$ cat src/rtl/spi_req_sequencer.sv
// spi_req_sequencer: two-port round-robin front end for spi_top's register bus.
// A granted one-byte request expands into configure, slave select, buffer load,
// settle, busy poll, buffer read, deselect and a one-cycle Ack on its port.
//
// state  | meaning
// INIT   | one-time CTRL enable write after reset
// IDLE   | arbitrate, latch winner's request fields
// CFG    | write CONFIG = {00, Mode, Pre}
// SSEL   | write SSELEC with the target select driven low
// LOAD   | write BUFFER = Tx (starts the SPI transfer)
// SETTLE | wait SETTLE_CYCLES before polling
// POLL   | read CTRL until busy clears or the timeout expires
// READ   | present BUFFER address
// CAP    | capture received byte
// DESEL  | write SSELEC = 0xFF
// DONE   | Ack (and Err) to owner, rotate priority
module spi_req_sequencer #(
    parameter int unsigned SETTLE_CYCLES  = 2,
    parameter int unsigned TIMEOUT_CYCLES = 1023
) (
    input  logic       Clk,
    input  logic       Rst,
    input  logic       Req0,
    input  logic       Req1,
    input  logic [2:0] Slave0,
    input  logic [2:0] Slave1,
    input  logic [1:0] Mode0,
    input  logic [1:0] Mode1,
    input  logic [3:0] Pre0,
    input  logic [3:0] Pre1,
    input  logic [7:0] Tx0,
    input  logic [7:0] Tx1,
    output logic       Ack0,
    output logic       Ack1,
    output logic [7:0] Rx0,
    output logic [7:0] Rx1,
    output logic       Err0,
    output logic       Err1,
    output logic [1:0] Addr,
    output logic       Wr,
    output logic [7:0] DataWr,
    input  logic [7:0] DataRd,
    output logic       Busy,
    output logic [1:0] Grant
);

    // spi_top register map (SPI_CTRL / SPI_CONFIG / SPI_SSELEC / SPI_BUFFER)
    localparam logic [1:0] SPI_CTRL   = 2'd0;
    localparam logic [1:0] SPI_CONFIG = 2'd1;
    localparam logic [1:0] SPI_SSELEC = 2'd2;
    localparam logic [1:0] SPI_BUFFER = 2'd3;

    localparam logic [7:0] CTRL_ENABLE = 8'h01;
    localparam logic [7:0] SSEL_NONE   = 8'hFF;

    localparam int unsigned SW = (SETTLE_CYCLES > 1) ? $clog2(SETTLE_CYCLES) : 1;
    localparam int unsigned TW = $clog2(TIMEOUT_CYCLES + 1);

    localparam logic [SW-1:0] SETTLE_LOAD = SW'(SETTLE_CYCLES - 1);
    localparam logic [TW-1:0] TMO_LAST    = TW'(TIMEOUT_CYCLES - 1);
    localparam logic [TW-1:0] TMO_MAX     = TW'(TIMEOUT_CYCLES);

    typedef enum logic [3:0] {
        ST_INIT,
        ST_IDLE,
        ST_CFG,
        ST_SSEL,
        ST_LOAD,
        ST_SETTLE,
        ST_POLL,
        ST_READ,
        ST_CAP,
        ST_DESEL,
        ST_DONE
    } state_t;

    state_t        state_q, state_d;
    logic [1:0]    grant_q, grant_d;
    logic          last_q, last_d;
    logic [2:0]    slave_q, slave_d;
    logic [1:0]    mode_q, mode_d;
    logic [3:0]    pre_q, pre_d;
    logic [7:0]    tx_q, tx_d;
    logic [SW-1:0] settle_q, settle_d;
    logic [TW-1:0] tmo_q, tmo_d;
    logic [7:0]    rx_buf_q, rx_buf_d;
    logic          err_flag_q, err_flag_d;

    logic          wr_q, wr_d;
    logic [1:0]    addr_q, addr_d;
    logic [7:0]    data_q, data_d;
    logic          busy_q, busy_d;
    logic          ack0_q, ack0_d;
    logic          ack1_q, ack1_d;
    logic [7:0]    rx0_q, rx0_d;
    logic [7:0]    rx1_q, rx1_d;
    logic          err0_q, err0_d;
    logic          err1_q, err1_d;

    // Next state, arbitration, request capture and the settle/timeout counters
    always_comb begin
        state_d    = state_q;
        grant_d    = grant_q;
        last_d     = last_q;
        slave_d    = slave_q;
        mode_d     = mode_q;
        pre_d      = pre_q;
        tx_d       = tx_q;
        settle_d   = settle_q;
        tmo_d      = tmo_q;
        rx_buf_d   = rx_buf_q;
        err_flag_d = err_flag_q;

        case (state_q)
            ST_INIT: state_d = ST_IDLE;
            ST_IDLE: begin
                if (Req0 || Req1) begin
                    // port 0 wins unless port 1 alone asks or port 0 was served last
                    if (Req0 && (!Req1 || last_q)) begin
                        grant_d = 2'b01;
                        slave_d = Slave0;
                        mode_d  = Mode0;
                        pre_d   = Pre0;
                        tx_d    = Tx0;
                    end else begin
                        grant_d = 2'b10;
                        slave_d = Slave1;
                        mode_d  = Mode1;
                        pre_d   = Pre1;
                        tx_d    = Tx1;
                    end
                    rx_buf_d   = 8'h00;
                    err_flag_d = 1'b0;
                    state_d    = ST_CFG;
                end
            end
            ST_CFG:  state_d = ST_SSEL;
            ST_SSEL: state_d = ST_LOAD;
            ST_LOAD: begin
                settle_d = SETTLE_LOAD;
                state_d  = ST_SETTLE;
            end
            ST_SETTLE: begin
                if (settle_q == '0) begin
                    tmo_d   = '0;
                    state_d = ST_POLL;
                end else begin
                    settle_d = settle_q - SW'(1);
                end
            end
            ST_POLL: begin
                if (!DataRd[7]) begin
                    state_d = ST_READ;
                end else if (tmo_q >= TMO_LAST) begin
                    err_flag_d = 1'b1;
                    rx_buf_d   = 8'h00;
                    state_d    = ST_DESEL;
                end else if (tmo_q != TMO_MAX) begin
                    tmo_d = tmo_q + TW'(1);
                end
            end
            ST_READ: state_d = ST_CAP;
            ST_CAP: begin
                rx_buf_d = DataRd;
                state_d  = ST_DESEL;
            end
            ST_DESEL: state_d = ST_DONE;
            ST_DONE: begin
                last_d  = grant_q[1];
                grant_d = 2'b00;
                state_d = ST_IDLE;
            end
            default: state_d = ST_INIT;
        endcase
    end

    // Bus and handshake values for the state about to be entered, so the
    // registered outputs line up with the state register
    always_comb begin
        wr_d   = 1'b0;
        addr_d = SPI_CTRL;
        data_d = 8'h00;
        busy_d = (state_d != ST_IDLE);
        ack0_d = 1'b0;
        ack1_d = 1'b0;
        rx0_d  = rx0_q;
        rx1_d  = rx1_q;
        err0_d = err0_q;
        err1_d = err1_q;

        if (state_q == ST_INIT) begin
            wr_d   = 1'b1;
            data_d = CTRL_ENABLE;
        end else begin
            case (state_d)
                ST_CFG: begin
                    wr_d   = 1'b1;
                    addr_d = SPI_CONFIG;
                    data_d = {2'b00, mode_d, pre_d};
                end
                ST_SSEL: begin
                    wr_d   = 1'b1;
                    addr_d = SPI_SSELEC;
                    data_d = ~(8'b1 << slave_d);
                end
                ST_LOAD: begin
                    wr_d   = 1'b1;
                    addr_d = SPI_BUFFER;
                    data_d = tx_d;
                end
                ST_READ, ST_CAP: addr_d = SPI_BUFFER;
                ST_DESEL: begin
                    wr_d   = 1'b1;
                    addr_d = SPI_SSELEC;
                    data_d = SSEL_NONE;
                end
                ST_DONE: begin
                    ack0_d = grant_q[0];
                    ack1_d = grant_q[1];
                    if (grant_q[0]) begin
                        rx0_d  = rx_buf_d;
                        err0_d = err_flag_d;
                    end
                    if (grant_q[1]) begin
                        rx1_d  = rx_buf_d;
                        err1_d = err_flag_d;
                    end
                end
                default: ;
            endcase
        end
    end

    // All state, context and output registers; reset drops any transaction
    always_ff @(posedge Clk or posedge Rst) begin
        if (Rst) begin
            state_q    <= ST_INIT;
            grant_q    <= 2'b00;
            last_q     <= 1'b1;
            slave_q    <= '0;
            mode_q     <= '0;
            pre_q      <= '0;
            tx_q       <= '0;
            settle_q   <= '0;
            tmo_q      <= '0;
            rx_buf_q   <= '0;
            err_flag_q <= 1'b0;
            wr_q       <= 1'b0;
            addr_q     <= '0;
            data_q     <= '0;
            busy_q     <= 1'b0;
            ack0_q     <= 1'b0;
            ack1_q     <= 1'b0;
            rx0_q      <= '0;
            rx1_q      <= '0;
            err0_q     <= 1'b0;
            err1_q     <= 1'b0;
        end else begin
            state_q    <= state_d;
            grant_q    <= grant_d;
            last_q     <= last_d;
            slave_q    <= slave_d;
            mode_q     <= mode_d;
            pre_q      <= pre_d;
            tx_q       <= tx_d;
            settle_q   <= settle_d;
            tmo_q      <= tmo_d;
            rx_buf_q   <= rx_buf_d;
            err_flag_q <= err_flag_d;
            wr_q       <= wr_d;
            addr_q     <= addr_d;
            data_q     <= data_d;
            busy_q     <= busy_d;
            ack0_q     <= ack0_d;
            ack1_q     <= ack1_d;
            rx0_q      <= rx0_d;
            rx1_q      <= rx1_d;
            err0_q     <= err0_d;
            err1_q     <= err1_d;
        end
    end

    assign Wr     = wr_q;
    assign Addr   = addr_q;
    assign DataWr = data_q;
    assign Busy   = busy_q;
    assign Grant  = grant_q;
    assign Ack0   = ack0_q;
    assign Ack1   = ack1_q;
    assign Rx0    = rx0_q;
    assign Rx1    = rx1_q;
    assign Err0   = err0_q;
    assign Err1   = err1_q;

endmodule

$ cat config.mk
export PLATFORM = sky130hd
export DESIGN_NAME = spi_req_sequencer
export DESIGN_NICKNAME = d
export VERILOG_FILES = /design/src/rtl/spi_req_sequencer.sv
export SDC_FILE = /design/constraint.sdc
export NUM_CORES = 1
export LEC_CHECK = 0
export ABC_AREA = 1
export BUFFER_PORTS_ARGS = -buffer_cell sky130_fd_sc_hd__buf_4
export CAP_MARGIN = 20
export CORE_MARGIN = 5
export CORE_UTILIZATION = 50
export CTS_CLUSTER_DIAMETER = 200
export CTS_CLUSTER_SIZE = 24
export DETAILED_ROUTE_END_ITERATION = 10
export GPL_TIMING_DRIVEN = 0
export PLACE_DENSITY = 0.84
export RECOVER_POWER = 25
export SYNTH_ARGS = -nofsm -noshare
export SYNTH_HDL_FRONTEND = slang
export SYNTH_SLANG_ARGS = --single-unit
$ cat constraint.sdc
create_clock -name Clk -period 2.2 [get_ports Clk]
set_input_delay 0.22 -clock Clk [delete_from_list [all_inputs] [get_ports Clk]]
set_output_delay 0.22 -clock Clk [all_outputs]
set_load 0.1 [all_outputs]
# Yosys cells after proc, flatten, opt, wreduce, memory -nomap -nowiden
# Index checks and enable logic that the tools add are counted.
# totals
elab_cells	112
regBits	76
out_inout_bits	34
input_bits	46
# op_classes
eq_ne	24
n_shift	1
n_bitwise	2
n_lt_le_gt_ge	1
n_reduce_logical	16
n_addsub	2
muxes	45
# op_table
cell	n
$mux W8	7
$mux W10	4
$pmux W4 S10	1
$pmux W8 S4	1
$mux W4	7
$eq A4 B3 Y1 const B	6
$eq A4 B4 Y1 const B	6
$pmux W8 S3	1
$pmux W10 S2	1
$eq A4 B2 Y1 const B	4
$mux W2	6
$add A10 B1 Y10 const B	1
$ge A10 B10 Y1 const B	1
$mux W1	10
$ne A10 B10 Y1 const B	1
$ne A2 B2 Y1 const B	5
$mux W3	3
$not A8 Y8	1
$shl A1 B3 Y8 const A	1
$pmux W2 S3	1
$reduce_and A3 Y1	2
$reduce_bool A2 Y1	3
$reduce_and A5 Y1	1
$eq A4 B1 Y1 const B	1
other kinds (13)	16

# Depth between registers and ports, before layout
# Gate-level depths: netlist of the first run.
# logic_depth
word_depth	10
ltp_mapped	12
depth_no_buf	12

# Worst setup path before layout of the first run
# OpenSTA, ideal clock, no wires.
# synth_timing
kind	flip-flop to flip-flop
from	register grant_q[1] (netlist: Grant[1])
to	register err1_q (netlist: Err1)
required_ps	2080
arrival_time_ps	1527
path_buffers	0
period_less_slack_ps	1647
setup_time_ps	120
setup_slack_ps	553
path_stages_with_launch	6
path_cell_list	dfrtp_1 -> inv_1 -> nor2_1 -> clkinv_1 -> nand2_1 -> nand2_1
# synth_via
elab_chain_cells	1
# synth_rtl
element	line	text
start, declared	78	logic [1:0] grant_q, grant_d;
start signal, assigned	260	grant_q <= grant_d;
$reduce_and A3 Y1 (no source line)	n/a	
end signal, assigned	279	err1_q <= err1_d;
end, declared	98	logic err1_q, err1_d;
# Every way passes these cells.
# A chain may end at the register's enable or synchronous reset.

# Worst setup path after layout of the first run
# layout_timing
from	register state_q[1]
to	register rx0_q[6] (netlist: Rx0[6])
# layout_via
word_cells_on_any_way	21
cone_classes	eq/ne (11); mux (6); bitwise (1); reduce/logical (3)
# layout_rtl
element	line	text
start, declared	77	state_t state_q, state_d;
start signal, assigned	259	state_q <= state_d;
$eq A4 B4 Y1, or another cell as far along	114	case (state_q)
$pmux W8 S3 (*)	114	
net rx_buf_d[6]	86	logic [7:0] rx_buf_q, rx_buf_d;
end signal, assigned	276	rx0_q <= rx0_d;
end, declared	95	logic [7:0] rx0_q, rx0_d;
# Mark *: on every way through the listed nets, which the timed path passes. The rest lies on a longest branch.

==> impl_metrics.tcl, run 1 <==
set metrics [dict create \
    rows 30 \
    cts.path.max_buffers 2 \
    final_common_cell "nand2_1" \
    cts_root_buf "clkbuf_8" \
    met1_length_um 3660 \
    p_seq_share_pct 28.1 \
    critical_path_arrival_ns 2.24 \
    synth-main-ff-cell "dfrtp_1" \
    vias 3021 \
    layout-drive-gt1-share_pct 24.8 \
    cts_tree "built" \
    post_cts.resized_instances 0 \
    cts.sinks 70 \
    dp_hpwl_um 6040 \
    cts.htree.levels 3 \
    intPower_mw 3.33 \
    ys_warn_count 0 \
    grt_pass1_wl_um 13400 \
    crit_family "simple AND/OR/NAND/NOR gates" \
    async_reset_ff_share_pct 100 \
    hold_class "input pin to flip-flop" \
    crit_required_ns 2.44 \
    status "complete, no violations" \
    synthCells 417 \
    drtAntennaViolNets 0 \
    startpoint "state_q[1]" \
    period_needed_ns 2.00 \
    synth_edf_count 0 \
    max_freq_mhz 499 \
    ir_drop_mv 1.52 \
    ys_seq_area_share_pct 52.0 \
    regArea_sq_um 1750 \
    drt_wl_total_um 8190 \
    grt_remaining_overflow 0 \
    final_util_pct 63.8 \
    multi_input_area_sq_um 1430 \
    clock_latency_ns 0.34 \
    grt_pass1_vias 2880 \
    dieArea_sq_um 8480 \
    wl_met3_um 616 \
    comb_power_share_pct 57.6 \
    ys_seq_elements 70 \
    p_sw_share_pct 54.4 \
    die_y_um 92.1 \
    p_clk_share_pct 14.3 \
    numPortBuffers 79 \
    holdBufCountCts 0 \
    critical_path_class "flip-flop to flip-flop" \
    period_share_pct 91.1 \
    postCtsSetupBuffers 0 \
    die_w_um 92.1 \
    slew_headroom_pct 7.71 \
    syn_nets 465 \
    synth.avg_cell_area_sq_um 8.08 \
    fillers 575 \
    rsz0062_at_grt "false" \
    cp_slowest_cell "nor2_1" \
    layout_common_cells "153 x nand2_1, 79 x buf_4, 69 x dfrtp_1" \
    dp_cells 576 \
    crit_buf_inv 0 \
    gp_congestion 0.879 \
    cp-start-kind "flip-flop" \
    cp_common_cell "nand2_1" \
    path_clk_slew_ns 0.07 \
    drcViolationCount 0 \
    wl_per_cell_um 13.8 \
    fin_skew_ns 0.00596 \
    r2r_slack_ns 0.20 \
    switchingPower_mw 3.98 \
    path_max_fanout 9 \
    area_growth_pct 26.5 \
    top_layer "met4" \
    wl_met2_um 3790 \
    synth.cell_area_sq_um 3370 \
    hold_viol_final 0 \
    fin_nets 555 \
    num_antenna_cells 0 \
    p_per_area_nw_per_um2 1710 \
    dr.first_iter.drc_count 180 \
    routed_via_density 5.10 \
    synthDistinctLibCells 37 \
    worstMarginPinSlew_ns 1.38 \
    grt_max_degree 71 \
    critical_path.cell_chain "nor2_1 -> nand2_1 -> nand3_1 -> nand3_2 -> nand2_1 -> nand2_1 -> nand2_1 -> nand2_1" \
    maxSlewViolCount 0 \
    cts-buffers-inserted 9 \
    rr_startpoint "state_q[1]" \
    first_pass_iters 5 \
    min_from "Mode0[0]" \
    drv_cap 0 \
    max_stage_delay_ns 0.55 \
    fin_cells 592 \
    core_area_sq_um 6680 \
    antenna_found_initial 0 \
    power.leakage_nw 2.20 \
    setup_viol 0 \
    ioPinCount 80 \
    initial_core_util_pct 50.4 \
    grt_use_total_pct 19.9 \
    holdWs_ns 0.160 \
    cp-end-kind "flip-flop" \
]
## logic make-up (layout without fill, tap and decap cells)
kind of cell               Yosys count  count (layout)  synth area share, %
and+or+nand+nor                    247             247                 32.1
DFF                                 70              70                 52.0
AOI/OAI and AO/OA                   51              51                 8.54
buffers and inverters               43             138                 5.61
xor gates and xnor gates             4               4                 1.04
adders and majority gates            2               2                0.742
## sequential cells by signal, indices dropped and copies added, names as in the netlist
| signal | cells |
|---|---|
| Ack0 | 1 |
| tx_q | 8 |
| slave_q | 3 |
| last_q | 1 |
| err_flag_q | 1 |
| rx_buf_q | 8 |
| Addr | 2 |
| Wr | 1 |
| Ack1 | 1 |
| DataWr | 8 |
| Err0 | 1 |
| settle_q | 1 |
| Rx1 | 8 |
| tmo_q | 10 |
| Grant | 2 |
| Err1 | 1 |
| Busy | 1 |
| Rx0 | 8 |
| state_q | 4 |
## through the flow
step                setup slack (ns)  power (mW)  setup TNS (ns)  cell area, sq um
CTS                            0.250        7.34               0              4270
finish                         0.196        7.31               0              4270
detailed placement             0.257        6.28               0              4070
global route                  0.0295        7.72               0              4270
global placement              -0.552        6.20          -37.91              4060
floorplan                      0.213        5.32               0              3370
## area by class of cell
cell class | instances | area share, %
clock buffer | 13 | 3.73
buffer | 9 | 1.38
clock inverter | 3 | 0.997
timing repair buffer | 79 | 13.9
multi-input combinational | 304 | 33.5
tap | 80 | 2.35
sequential | 70 | 41.1
inverter | 34 | 3.05
## power groups by stage
stage               logic, mW  clock network [mW]  registers, mW
finish                   4.21                1.05           2.06
floorplan                1.40                   0           3.91
CTS                      4.22                1.07           2.06
global placement         4.13                   0           2.06
detailed placement       4.20                   0           2.07
global route             4.47                1.13           2.12
## metal layers
metal | global-route usage (%) | vias up
li1 | - | 1518
met1 | 25.7 | 1381
met2 | 31.6 | 110
met3 | 6.32 | 12
met4 | 6.68 | 0
met5 | 0 | -
## final timing paths
check,to,cells after the start
setup / recovery,Rx0[6],8
hold / removal,DataWr[4],3
setup reg to reg,Rx0[6],8
hold reg to reg,Rx1[0],2
max in group asynchronous,Addr[1],2
min in group asynchronous,Rx0[6],2
## worst min-delay path: stages
cell     delay [ns]
buf_4          0.07
o21ai_0        0.08
nand4_1        0.09
## synth_stat cells, types with 3 or more instances
cell type,n,area (sq um)
nor3_1,4,20.0
o21ai_1,10,50.1
nand2_1,153,574
xor2_1,4,35.0
buf_2,5,25.0
dfrtp_1,69,1730
inv_1,25,93.8
nand4_1,9,56.3
inv_2,6,22.5
nor2_1,38,143
a21oi_1,4,20.0
a21boi_0,3,22.5
nand2_2,3,18.8
nand3_1,27,135
o21ai_0,25,125
No activity file was read; power rests on OpenSTA's default activity.
==> run 2, diff against run 1 <==
--- a/config.mk
+++ b/config.mk
@@ -6,12 +6,12 @@
 export NUM_CORES = 1
 export LEC_CHECK = 0
 export ABC_AREA = 1
-export BUFFER_PORTS_ARGS = -buffer_cell sky130_fd_sc_hd__buf_4
+export BUFFER_PORTS_ARGS = -buffer_cell sky130_fd_sc_hd__buf_2
 export CAP_MARGIN = 20
 export CORE_MARGIN = 5
 export CORE_UTILIZATION = 50
 export CTS_CLUSTER_DIAMETER = 200
-export CTS_CLUSTER_SIZE = 24
+export CTS_CLUSTER_SIZE = 20
 export DETAILED_ROUTE_END_ITERATION = 10
 export GPL_TIMING_DRIVEN = 0
 export PLACE_DENSITY = 0.84
==> run 2 against run 1 <==
  * Fmax is 0.85% higher
  * Global-route usage down 0.31 points
  * Sequential power about the same
  * Setup slack improved by 0.017 ns
  * Final cell count is 0.17% lower
  * Design area fell by 5.3%
  * Highest routed layer unchanged
==> impl_metrics.tcl, run 2 (synthesis gave the netlist of run 1 again) <==
set metrics [dict create \
    status "complete, no violations" \
    max_freq_mhz 503 \
    cp-start-kind "flip-flop" \
    hold_class "input pin to flip-flop" \
    antenna_found_initial 0 \
    fin_setup_tns_ns 0 \
    rr_startpoint "last_q" \
    cts.sinks 70 \
    largest_register_ffs 10 \
    grt_pass1_wl_um 13200 \
    critical_path_class "flip-flop to flip-flop" \
    p_per_area_nw_per_um2 1730 \
    worstMarginPinSlew_ns 1.38 \
    final_util_pct 60.5 \
    wl_per_cell_um 13.8 \
    initial_core_util_pct 50.4 \
    startpoint "last_q" \
    ioPinCount 80 \
    maxSlewViolCount 0 \
    cts-buffers-inserted 9 \
    postCtsSetupBuffers 0 \
    drv_cap 0 \
    pre_cts_ws_ns 0.244 \
    dp_cells 576 \
    final_common_cell "nand2_1" \
    fin_cells 591 \
    area_growth_pct 19.9 \
    max_stage_delay_ns 0.52 \
    hold_viol_final 0 \
    cts.path.max_buffers 2 \
    crit_family "compound AO/OA/AOI/OAI gates" \
    dr.first_iter.drc_count 173 \
    dieArea_sq_um 8480 \
    routed_via_density 5.21 \
    grt_pass1_vias 2943 \
    post_cts.resized_instances 0 \
    grt_remaining_overflow 0 \
    critical_path_arrival_ns 2.19 \
    cts_root_buf "clkbuf_8" \
    grt_use_total_pct 19.6 \
    dp_hpwl_um 6040 \
    dpl-instance-area_sq_um 3870 \
    rows 30 \
    top_register "tmo_q" \
    cts_tree "built" \
    num_antenna_cells 0 \
    die_w_um 92.1 \
    path_clk_slew_ns 0.08 \
    crit_required_ns 2.40 \
    cp-end-kind "flip-flop" \
    critical_path.cell_chain "inv_1 -> a21oi_1 -> nand2_1 -> nand2_1 -> nand2_1 -> nand2_1 -> inv_1 -> o21ai_0 -> nand3_1" \
    slew_headroom_pct 7.88 \
    cp_slowest_cell "dfstp_2" \
    first_pass_iters 4 \
    clock_latency_ns 0.34 \
    vias 3079 \
    grt_max_degree 71 \
    path_max_fanout 7 \
    setup_viol 0 \
    core_area_sq_um 6680 \
    ir_drop_mv 1.26 \
    crit_buf_inv 2 \
    drcViolationCount 0 \
    gp_congestion 0.840 \
    drtAntennaViolNets 0 \
    rsz0062_at_grt "false" \
    fin_nets 555 \
    drt_wl_total_um 8180 \
    fin_skew_ns 0.00929 \
    power.leakage_nw 2.11 \
    setup_ws_ns 0.213 \
    min_from "DataRd[4]" \
    period_needed_ns 1.99 \
    layout_common_cells "153 x nand2_1, 84 x buf_2, 69 x dfrtp_1" \
    fin_area_sq_um 4040 \
    numPortBuffers 79 \
    holdBufCountCts 0 \
    cts.htree.levels 3 \
    cp_common_cell "nand2_1" \
    layout-drive-gt1-share_pct 25.0 \
    die_y_um 92.1 \
    period_share_pct 90.3 \
]
-- run 2: changes by cell type in the layout (fill, tap and decap cells not counted), sizes merged --
cell / delta
clkinv: +1
bufinv: -1
buf: +1
clkinvlp: +2
clkbuf: -4
-- run 2: path summary, 6_finish.rpt --
path | slack, ns | depth (start not counted) | endpoint
worst min-delay path | 0.18 | 3 | rx_buf_q[4]
worst max-delay path | 0.21 | 9 | DataWr[7]
min in group asynchronous | 0.28 | 2 | Ack0
worst min register to register | 0.48 | 2 | Rx0[4]
max in group asynchronous | 1.09 | 2 | tx_q[4]
worst max register to register | 0.21 | 9 | DataWr[7]
-- run 2: routing by layer --
metal  GRT usage [%]  vias to the layer above  share of wire [%]
met1            24.5                     1436                 44
met4            8.42                        0                1.3
met5               0                        -                  0
li1                -                     1509                  -
met2            32.2                      124                 47
met3            4.84                       10                7.4
-- run 2: through the flow --
stage	power (mW)	hold WS, ns
2_1_floorplan	5.32	0.400
3_3_place_gp	6.00	0.461
3_5_place_dp	6.09	0.445
4_1_cts	7.01	0.0777
5_1_grt	7.39	0.166
6_report	6.99	0.178
-- run 2: power by group --
part	total, mW	switching (mW)	internal, mW
Combinational	4.03	3.25	0.777
Clock	0.909	0.476	0.433
Sequential	2.05	0.256	1.80
-- run 2: layout make-up --
cell class	count	area, sq um
timing repair buffer	79	395
clock buffer	10	138
clock inverter	5	36.3
multi-input combinational	304	1430
buffer	9	58.8
fill	592	2640
inverter	34	130
tap	80	100
sequential	70	1750
-- run 2: tightest hold or removal path, delay by kind of cell --
| family | cells | cell delay (ns) |
|---|---|---|
| AND/OR/NAND/NOR | 2 | 0.17 |
| buffers and inverters | 1 | 0.08 |
==> run 3, diff against run 2 <==
--- a/config.mk
+++ b/config.mk
@@ -8,6 +8,7 @@
 export ABC_AREA = 1
 export BUFFER_PORTS_ARGS = -buffer_cell sky130_fd_sc_hd__buf_2
 export CAP_MARGIN = 20
+export CORE_ASPECT_RATIO = 0.6
 export CORE_MARGIN = 5
 export CORE_UTILIZATION = 50
 export CTS_CLUSTER_DIAMETER = 200
==> run 3 against run 2 <==
  * Core utilization increased by 3.0 points
  * Flip-flop and latch count unchanged
  * Worst hold slack got worse by 0.010 ns
  * First-iteration DRC count increased by 51%
  * Via count increased by 2.3%
  * Critical path type unchanged
  * Critical endpoint is now Rx0[1]
  * Largest cell class unchanged
==> impl_metrics.tcl, run 3 (synthesis gave the netlist of run 1 again) <==
set metrics [dict create \
    status "complete, no violations" \
    path_max_fanout 9 \
    max_stage_delay_ns 0.56 \
    cts.htree.levels 3 \
    fin_skew_ns 0.00606 \
    worstMarginPinSlew_ns 1.42 \
    antenna_found_initial 0 \
    routed_via_density 5.26 \
    grt_max_degree 71 \
    crit_family "simple AND/OR/NAND/NOR gates" \
    num_antenna_cells 0 \
    final_common_cell "nand2_1" \
    cp_slowest_cell "nor2_1" \
    setup_viol 0 \
    dp_hpwl_um 6120 \
    drcViolationCount 0 \
    postCtsSetupBuffers 0 \
    layout_common_cells "153 x nand2_1, 84 x buf_2, 69 x dfrtp_1" \
    drv_cap 0 \
    max_freq_mhz 501 \
    rows 23 \
    layout-drive-gt1-share_pct 25.0 \
    rr_startpoint "state_q[1]" \
    maxSlewViolCount 0 \
    grt_pass1_vias 3007 \
    rsz0062_at_grt "false" \
    post_cts.resized_instances 0 \
    top_register "tmo_q" \
    vias 3150 \
    critical_path_arrival_ns 2.22 \
    cp-start-kind "flip-flop" \
    cp_common_cell "nand2_1" \
    ir_drop_mv 0.981 \
    period_share_pct 90.7 \
    r2r-end "Rx0[1]" \
    holdBufCountCts 0 \
    wl_per_cell_um 14.7 \
    area_growth_pct 24.6 \
    die_y_um 73.6 \
    fin_cells 599 \
    cts_root_buf "clkbuf_16" \
    clock_latency_ns 0.33 \
    initial_core_util_pct 50.9 \
    hold_depth 3 \
    critical_path.cell_chain "nor2_1 -> nand2_1 -> nand3_1 -> nand3_2 -> nand2_1 -> nand2_1 -> nand2_1 -> nand2_1" \
    min_from "Mode0[0]" \
    grt_use_total_pct 21.4 \
    cts_tree "built" \
    cts-buffers-inserted 9 \
    reg2reg_depth 8 \
    drtAntennaViolNets 0 \
    gp_congestion 0.860 \
    critical_path_class "flip-flop to flip-flop" \
    r2r_slack_ns 0.20 \
    ioPinCount 80 \
    dieArea_sq_um 8540 \
    holdWs_ns 0.168 \
    period_needed_ns 2.00 \
    fin_nets 555 \
    crit_required_ns 2.42 \
    p_per_area_nw_per_um2 1830 \
    cts.sinks 70 \
    grt_pass1_wl_um 14000 \
    grt_remaining_overflow 0 \
    path_clk_slew_ns 0.06 \
    dr.first_iter.drc_count 262 \
    first_pass_iters 6 \
    hold_class "input pin to flip-flop" \
    power.leakage_nw 2.18 \
    largest_register_ffs 10 \
    hold_end "DataWr[4]" \
    drt_wl_total_um 8800 \
    numPortBuffers 79 \
    die_w_um 116 \
    cp-end-kind "flip-flop" \
    core_area_sq_um 6620 \
    slew_headroom_pct 5.49 \
    crit_buf_inv 0 \
    finalPower_mw 7.68 \
    dp_cells 583 \
    hold_viol_final 0 \
    cts.path.max_buffers 2 \
]
## run 3: changes by cell type in the layout (fill, tap and decap cells not counted), sizes merged
cell,before,now
clkbuf,11,12
clkinv,4,3
bufinv,0,2
clkinvlp,3,1
inv,32,33
## run 3: through the flow
| stage | util, % | instance area [sq um] | setup WS [ns] | TNS [ns] |
|---|---|---|---|---|
| 3_3_place_gp | 58.5 | 3870 | -0.534 | -36.54 |
| 2_1_floorplan | - | 3370 | 0.213 | 0 |
| 5_1_grt | 63.4 | 4200 | 0.0352 | 0 |
| 6_report | 63.4 | 4200 | 0.204 | 0 |
| 4_1_cts | 63.5 | 4200 | 0.219 | 0 |
| 3_5_place_dp | 58.6 | 3880 | 0.217 | 0 |
## run 3: worst max-delay path by stage
stage | from | end | slack [ns] | depth (start not counted)
3_3_place_gp | Rst | tmo_q[9] | -0.53 | 2
2_1_floorplan | Rst | Ack0 | 0.21 | 1
5_1_grt | state_q[1] | Rx0[6] | 0.04 | 8
6_report | state_q[1] | Rx0[1] | 0.20 | 8
4_1_cts | state_q[1] | Rx0[2] | 0.22 | 8
3_5_place_dp | state_q[1] | Rx0[1] | 0.22 | 8
## run 3: power by group
part	internal (mW)	leakage, nW	switching (mW)	total (mW)
clock	1.02	0.156	0.539	1.56
combinational	0.776	1.16	3.28	4.06
sequential	1.80	0.865	0.257	2.06
## run 3: layer usage
metal  up-vias  track usage (%)  part of all wire, %
met5         -                0                    0
met4         0             7.85                  1.3
met3        16             5.93                  9.4
met2       142             33.8                   45
met1      1473             28.4                   44
li1       1519                -                    -
## run 3: final cells by class
cell class / count / area, sq um
Fill cell: 538 / 2420
Sequential cell: 70 / 1750
Multi-Input combinational cell: 304 / 1430
Timing Repair Buffer: 79 / 395
Clock buffer: 11 / 243
Inverter: 34 / 130
Tap cell: 87 / 109
Clock inverter: 5 / 81.3
Buffer: 9 / 58.8
## run 3: worst min-delay path: cells and delay by family
family / cells / cell delay [ns]
simple gates: 1 / 0.09
buf+inv: 1 / 0.07
compound gates: 1 / 0.07
